<file path="config.mk">
export PLATFORM = sky130hd
export DESIGN_NAME = alarm_ctl
export DESIGN_NICKNAME = d
export VERILOG_FILES = /design/src/rtl/alarm_ctl.sv
export SDC_FILE = /design/constraint.sdc
export NUM_CORES = 1
export LEC_CHECK = 0
export CAP_MARGIN = 20
export CORE_MARGIN = 4
export CORE_UTILIZATION = 35
export DETAILED_ROUTE_END_ITERATION = 10
export PLACE_DENSITY = 0.59
export SLEW_MARGIN = 10
export SYNTH_ARGS = -nofsm -noshare
export SYNTH_HDL_FRONTEND = slang
export SYNTH_SLANG_ARGS = --single-unit
</file>
<file path="constraint.sdc">
create_clock -name clk -period 3.45 [get_ports clk]
set_clock_uncertainty 0.2 [all_clocks]
set_input_delay 0.69 -clock clk [delete_from_list [all_inputs] [get_ports clk]]
set_output_delay 0.69 -clock clk [all_outputs]
set_load 0.02 [all_outputs]
</file>
<file path="src/rtl/alarm_ctl.sv">
// ---------------------------------------------------------------------------
// alarm_ctl
//
// Alarm sequencer for the digital clock. It watches the running time from
// the time counter, compares it against the stored alarm time, and then
// sequences the ringing / snooze / stop behaviour that drives the buzzer.
// alarm_ringing is also read by the mode controller, which refuses to leave
// display mode while the alarm is sounding.
//
// Parameters:
//   RING_SECS    seconds the alarm rings before stopping by itself
//   SNOOZE_SECS  length of one snooze, in seconds
//   MAX_SNOOZE   snoozes allowed per alarm event
//
// Ports:
//   clk            system clock
//   rst_n          asynchronous active-low reset
//   sec_tick       one-cycle pulse, once per second
//   mode           current mode (00 display, 01 set, 10 timer, 11 alarm set)
//   alarm_en       alarm armed (level)
//   cur_hour       current hour, binary 0-23
//   cur_min        current minute, binary 0-59
//   alm_hour       alarm hour
//   alm_min        alarm minute
//   stop_btn       debounced one-cycle pulse
//   snooze_btn     debounced one-cycle pulse
//   alarm_ringing  high while the alarm rings
//   buzzer         buzzer drive
//   snooze_active  high while a snooze is running
//   snooze_left    snoozes still available in this event
//
// Optional feature (macro ALARM_BEEP_PATTERN_EN):
//   When defined, the buzzer is gated by a phase bit that toggles on every
//   sec_tick while ringing, giving a 1 s on / 1 s off pattern. The phase
//   starts at 1 on entry to ringing so the tone begins immediately.
//   When undefined, buzzer simply follows alarm_ringing.
// ---------------------------------------------------------------------------
module alarm_ctl #(
    parameter int RING_SECS   = 60,
    parameter int SNOOZE_SECS = 300,
    parameter int MAX_SNOOZE  = 3
) (
    input  logic                              clk,
    input  logic                              rst_n,
    input  logic                              sec_tick,
    input  logic [1:0]                        mode,
    input  logic                              alarm_en,
    input  logic [4:0]                        cur_hour,
    input  logic [5:0]                        cur_min,
    input  logic [4:0]                        alm_hour,
    input  logic [5:0]                        alm_min,
    input  logic                              stop_btn,
    input  logic                              snooze_btn,
    output logic                              alarm_ringing,
    output logic                              buzzer,
    output logic                              snooze_active,
    output logic [$clog2(MAX_SNOOZE+1)-1:0]   snooze_left
);

    // Counter widths; kept at least one bit so tiny parameter values still
    // elaborate cleanly.
    localparam int RW = (RING_SECS   > 1) ? $clog2(RING_SECS)   : 1;
    localparam int ZW = (SNOOZE_SECS > 1) ? $clog2(SNOOZE_SECS) : 1;
    localparam int SW = $clog2(MAX_SNOOZE + 1);

    localparam logic [RW-1:0] RING_LAST   = RW'(RING_SECS - 1);
    localparam logic [ZW-1:0] SNOOZE_LOAD = ZW'(SNOOZE_SECS - 1);
    localparam logic [SW-1:0] SNOOZE_MAX  = SW'(MAX_SNOOZE);
    localparam logic [1:0]    MODE_ALM_SET = 2'b11;

    typedef enum logic [1:0] {
        IDLE    = 2'b00,
        RINGING = 2'b01,
        SNOOZE  = 2'b10,
        MUTED   = 2'b11
    } alarm_state_t;

    alarm_state_t  state, state_next;
    logic [RW-1:0] ring_cnt, ring_cnt_next;
    logic [ZW-1:0] snz_cnt,  snz_cnt_next;
    logic [SW-1:0] snz_left, snz_left_next;
    logic          match;

    // The time comparison only matters in IDLE (to start an event) and in
    // MUTED (to hold off re-triggering within the same minute). Ringing and
    // snoozing ignore it, so editing the alarm time or the minute rolling
    // over never disturbs an active event.
    assign match = (cur_hour == alm_hour) && (cur_min == alm_min);

    // State and counter registers.
    always_ff @(posedge clk or negedge rst_n) begin
        if (!rst_n) begin
            state    <= IDLE;
            ring_cnt <= '0;
            snz_cnt  <= '0;
            snz_left <= SNOOZE_MAX;
        end else begin
            state    <= state_next;
            ring_cnt <= ring_cnt_next;
            snz_cnt  <= snz_cnt_next;
            snz_left <= snz_left_next;
        end
    end

    // Next-state and counter update. Disarming wins over everything; within
    // a state, stop beats snooze, and any button transition beats sec_tick
    // so the counter does not advance in a cycle where a button is acted on.
    // A snooze press with no snoozes left is not a transition, so a tick in
    // that same cycle still counts.
    always_comb begin
        state_next    = state;
        ring_cnt_next = ring_cnt;
        snz_cnt_next  = snz_cnt;
        snz_left_next = snz_left;

        if (!alarm_en) begin
            state_next    = IDLE;
            ring_cnt_next = '0;
            snz_cnt_next  = '0;
        end else begin
            case (state)
                IDLE: begin
                    if (match && (mode != MODE_ALM_SET)) begin
                        state_next    = RINGING;
                        ring_cnt_next = '0;
                        snz_left_next = SNOOZE_MAX;
                    end
                end

                RINGING: begin
                    if (stop_btn) begin
                        state_next = MUTED;
                    end else if (snooze_btn && (snz_left != '0)) begin
                        state_next    = SNOOZE;
                        snz_left_next = snz_left - SW'(1);
                        snz_cnt_next  = SNOOZE_LOAD;
                    end else if (sec_tick) begin
                        if (ring_cnt == RING_LAST) begin
                            state_next = MUTED;
                        end else begin
                            ring_cnt_next = ring_cnt + RW'(1);
                        end
                    end
                end

                SNOOZE: begin
                    if (stop_btn) begin
                        state_next = MUTED;
                    end else if (sec_tick) begin
                        if (snz_cnt == '0) begin
                            state_next    = RINGING;
                            ring_cnt_next = '0;
                        end else begin
                            snz_cnt_next = snz_cnt - ZW'(1);
                        end
                    end
                end

                MUTED: begin
                    if (!match) begin
                        state_next = IDLE;
                    end
                end

                default: begin
                    state_next = IDLE;
                end
            endcase
        end
    end

    // Outputs are decoded straight from the state register, so they change
    // exactly one cycle after the input that caused the transition.
    assign alarm_ringing = (state == RINGING);
    assign snooze_active = (state == SNOOZE);
    assign snooze_left   = snz_left;

`ifdef ALARM_BEEP_PATTERN_EN
    logic beep_phase;

    // Beep phase: forced to 1 whenever ringing is (re)entered, then toggled
    // by every second tick while ringing.
    always_ff @(posedge clk or negedge rst_n) begin
        if (!rst_n) begin
            beep_phase <= 1'b1;
        end else if ((state_next == RINGING) && (state != RINGING)) begin
            beep_phase <= 1'b1;
        end else if ((state == RINGING) && sec_tick) begin
            beep_phase <= ~beep_phase;
        end
    end

    assign buzzer = alarm_ringing & beep_phase;
`else
    assign buzzer = alarm_ringing;
`endif

endmodule

</file>
* Yosys cells after proc, flatten, opt, wreduce, memory -nomap -nowiden
Cells that the tools add are included.
** Word-level totals
- Flip-flop bits (word level) :: 19
- Bits in latches :: 0
- Bits in writable memories :: 0
- Bits in read-only memories :: 0
- Input bits :: 30
- Memories kept :: 0
** Operators by class
- $add $sub $neg :: 3
- Multiply operators :: 0
- Div/mod/pow operators :: 0
- Magnitude comparators :: 0
- Eq/ne operators :: 27
- Shifts and indexed selects :: 0
- Multiplexer cells :: 32
- Bitwise logic cells :: 0
- Reduce and logical (&&, ||, !) cells :: 11
** Operators by type and width (count)
- two-way mux 6 bit :: 9
- two-way mux 9 bit :: 6
- != test 3 bit, second input constant :: 9
- two-way mux 2 bit :: 13
- case mux 6 bit (3 select lines) :: 1
- case mux 9 bit (2 select lines) :: 1
- AND reduction 6 bit :: 2
- zero test 9 bit :: 1
- AND reduction 9 bit :: 1
- subtractor 9 x 1 -> 9 bit, second input constant :: 1
- case mux 2 bit (4 select lines) :: 1
- adder 6 x 1 -> 6 bit, second input constant :: 1
- == test 6 bit :: 1
- == test 6 bit, second input constant :: 1
- != test 2 bit, second input constant :: 3
- != test 3 x 2 -> 1 bit, second input constant :: 2
- == test 5 bit :: 1
- != test 5 x 3 -> 1 bit, second input constant :: 1
- != test 5 x 4 -> 1 bit, second input constant :: 1
- AND reduction 5 bit :: 1
- == test 2 bit, second input constant :: 2
- != test 4 x 1 -> 1 bit, second input constant :: 1
- != test 4 x 3 -> 1 bit, second input constant :: 1
- != test 4 bit, second input constant :: 1
- 8 further kinds :: 11

* Longest topological paths before layout
- Depth after elaboration :: 7
- Gate-level depth with buffers :: 7
- Gate-level depth less buffers :: 7

* Worst setup path after synthesis
Ideal clock, no wire load.
- Kind :: flip-flop to flip-flop
- Start point :: register snz_cnt[0]
- End point :: register ring_cnt[3]
- Library setup time :: 0.138 ns
- Arrival :: 2.271 ns
- Required time :: 3.112 ns
- Slack :: 0.841 ns
- Cell stages (with the launch flop) :: 8
- Buffers on the path :: 0
- Period minus slack after synthesis :: 2.609 ns
- Cells stage by stage :: dfrtp_1 > inv_1 > ha_1 > or4b_4 > or3_4 > or4_4 > a221oi_1 > a21oi_1
** Between the ends
- Longest elaborated chain between the ends :: 3
** RTL lines
- from (decl) :: RTL line 80 : logic [ZW-1:0] snz_cnt, snz_cnt_next;
- from (signal assigned) :: RTL line 100 : snz_cnt <= snz_cnt_next;
- zero test 9 bit :: RTL line 150 : if (snz_cnt == '0) begin
- != test 3 x 2 -> 1 bit (no source line)
- AND reduction 9 bit (no source line)
- to (signal assigned) :: RTL line 99 : ring_cnt <= ring_cnt_next;
- to (decl) :: RTL line 79 : logic [RW-1:0] ring_cnt, ring_cnt_next;
No other way between the ends.
A chain may end at the register's enable or synchronous reset.

* Worst setup path in the final report
- Start point :: register state[1]
- End point :: output port snooze_active
** Between the ends
- Longest elaborated chain between the ends :: 1
** RTL lines
- from (decl) :: RTL line 78 : alarm_state_t state, state_next;
- from (signal assigned) :: RTL line 98 : state <= state_next;
- == test 2 bit :: RTL line 175 : assign snooze_active = (state == SNOOZE);
- to (decl) :: RTL line 56 : output logic snooze_active,
No other way between the ends.

==> key figures <==
STA
  • Final Slew Violations: 0
  • Fmax: between 0.3 and 0.4 GHz
  • Final setup fails: 0
  • Final TNS setup: 0 ns
  • Slew margin rel.: 0.375
  • RSZ-0062 raised after global routing: no
  • Final worst slack: a little under 0.7 ns
  • Final min period: approximately 2.8 ns
  • Final Hold Viols: 0
  • Period utilization: 0.802
  • Worst Tran Pin Value: just over 0.9 ns

Layout
  • Final-layout fill cell count: ~380
  • Final Core Density: 0.491
  • Layout net count: around 240
  • Synthesis-to-finish area growth: 30.1%
  • Most frequent cells in the layout: clkdlybuf4s50_1, dfrtp_1, nor2_1, nand2_1, a21oi_1
  • Commonest non-fill, non-tap cell in the layout: clkdlybuf4s50_1
  • Share of layout cells above drive strength 1: 0.0673
  • Ant diodes: 0

Die
  • Die area: approximately 0.0052 sq mm
  • Initial core utilization: 0.377
  • Die height: about 72 um
  • Rows: 22
  • Die width: 72.0 um
  • IO Count: 35
  • Core Area: 0.00380 sq mm

Drt
  • Avg WL per Cell: about 14 um
  • Total number of vias: between 1k and 1.5k
  • WL final: around 3600 um
  • Detailed Route Iter0 Violations: between 150 and 200
  • Vias per cell: around 5.7
  • DR DRC count: 0
  • Drt pass-1 iters: 4
  • Post-route ant nets: 0

Synthesis
  • Syn Inst Count: 175
  • Most used DFF post-synth: dfrtp_1
  • Post-synthesis async set-or-reset flop share: 1.00
  • Post-Syn Nets: between 200 and 250
  • Synth Register Bits: 19
  • EDFF count, synth: 0
  • Seq/Total Area, Yosys: 0.334
  • Library cells used by synthesis: 46
  • Synth warnings: 0
  • Post-Syn Area: around 0.0014 sq mm
  • Synth Area per Inst: 8.19 sq um

Setup path
  • Setup Crit Path Kind: register to output pin
  • CP max FO: 11
  • CP startpoint kind: register
  • Required @ worst endpoint: 2.56 ns
  • RR Startpoint: snz_cnt[0]$_DFFE_PN0P_
  • RR Endpoint: ring_cnt[3]$_DFFE_PN0P_
  • Crit path DAT: 1.88 ns
  • Element type at the critical path end: output pin
  • R2r setup slk: 0.70 ns
  • Reg2Reg Depth: 7

Clock network
  • CTS tree: done
  • H-tree Lvls: 1
  • # clock sinks: 19
  • Post CTS Setup Buffer Count: 0
  • Clk root buf: clkbuf_8
  • CTS buffer count: 3
  • Clock-pin slew on the worst setup and hold paths: 0.07 ns
  • Cts hold-fix bufs: 0
  • Clk buf depth: 2
  • Clk_lat worst skew: between 0.2 and 0.3 ns
  • Post-CTS sizing: 0

Min path
  • Hold WC Path Type: register to register
  • Hold Path Stages: 1
  • HP Start: ring_cnt[0]$_DFFE_PN0P_
  • Hold Path End: ring_cnt[0]$_DFFE_PN0P_

Place
  • Global placer's final weighted congestion: ~0.9
  • Post-DP HPWL: 2800 um
  • Number of buffers added on ports: 34
  • Dpl ws: between 0.6 and 0.7 ns

Power
  • Static Leak: slightly above 0.0007 uW
  • Max rail drop VDD: between 100 and 150 uV
  • Power Density: approximately 270 mW/mm^2

Global routing
  • Global route hottest layer: met2
  • GRT overflow: 0
  • GRT met2 Usage: 0.233
  • Vias in the first global route: approximately 1.3k
  • Initial antenna violation count: 0
  • First-pass GRT wire length: 6150 um
  • Largest net degree at the start of global routing: 22
  • GRT Total Usage: 0.145
  • M3 GR Usage: 0.0249
  • Global routing usage on met1: 0.204

Outcome
  • Status: complete, no violations

Run
  • Number of max-cap violations: 0
## registers in the layout, summed over array words and instances, names as in the netlist
signal,flops
snooze_left,2
ring_cnt,6
snz_cnt,9
state,2
## critical path, cell delays in order (launching register included)
cell	delay, ns
dfrtp_1	0.52
nor2b_1	0.41
clkdlybuf4s50_1	0.69
## per-stage QoR
step | total power (uW) | area, sq um | instances | hold WS [ns]
final | 498 | 1860 | 256 | 0.347
after global routing | 527 | 1860 | 256 | 0.403
after CTS | 507 | 1860 | 256 | 0.351
after detailed placement | 347 | 1820 | 252 | 0.334
after global placement | 345 | 1820 | 252 | 0.327
after floorplan | 289 | 1430 | 175 | 0.194
## power breakdown
part           switching (uW)  leakage, uW  internal (uW)
Sequential               4.30     0.000258            226
Clock                    76.1    0.0000255           80.2
Combinational            51.6     0.000439           59.6
## cells in the mapped netlist (4+ instances only)
library cell / number / area, sq um
clkbuf_1: 6 / 22.5
nand3_1: 7 / 35.0
nor3_1: 5 / 25.0
nand2_1: 14 / 52.6
nor2_1: 16 / 60.1
dfrtp_1: 17 / 425
o311ai_0: 4 / 35.0
a21oi_1: 14 / 70.1
nor4_1: 4 / 25.0
nor2b_1: 4 / 25.0
inv_1: 13 / 48.8
xnor2_1: 13 / 114
o21ai_0: 7 / 35.0
## layout make-up
type,instances,area [sq um],area share
clock inverter,1,5.00,0.00268
inverter,13,48.8,0.0262
tap,48,60.1,0.0322
multi-input combinational,136,876,0.470
clock buffer,3,41.3,0.0221
sequential,19,478,0.256
timing repair buffer,36,355,0.191
## per-layer routing
metal | share of wire | vias up
li1 | - | 707
met1 | 0.45 | 674
met2 | 0.47 | 68
met3 | 0.069 | 2
met4 | 0.0078 | 0
met5 | 0 | -
## logic make-up after synthesis
| family | share of synthesized area |
|---|---|
| and+or+nand+nor | 0.265 |
| AOI/OAI and AO/OA | 0.221 |
| buffers and inverters | 0.0550 |
| DFF | 0.334 |
| xor gates and xnor gates | 0.0856 |
| adders and majority gates | 0.0262 |
| muxes | 0.0140 |
## how the worst max path moves through the flow
stage / start / endpoint / cells after the start
2_1_floorplan: snz_cnt[0]$_DFFE_PN0P_ / ring_cnt[3]$_DFFE_PN0P_ / 7
3_3_place_gp: stop_btn / snz_cnt[6]$_DFFE_PN0P_ / 6
3_5_place_dp: stop_btn / snz_cnt[6]$_DFFE_PN0P_ / 6
4_1_cts: snz_cnt[0]$_DFFE_PN0P_ / ring_cnt[3]$_DFFE_PN0P_ / 7
5_1_grt: snz_cnt[0]$_DFFE_PN0P_ / snz_cnt[2]$_DFFE_PN0P_ / 6
6_report: state[1]$_DFFE_PN0P_ / snooze_active / 2
No activity file was read; power rests on OpenSTA's default activity.
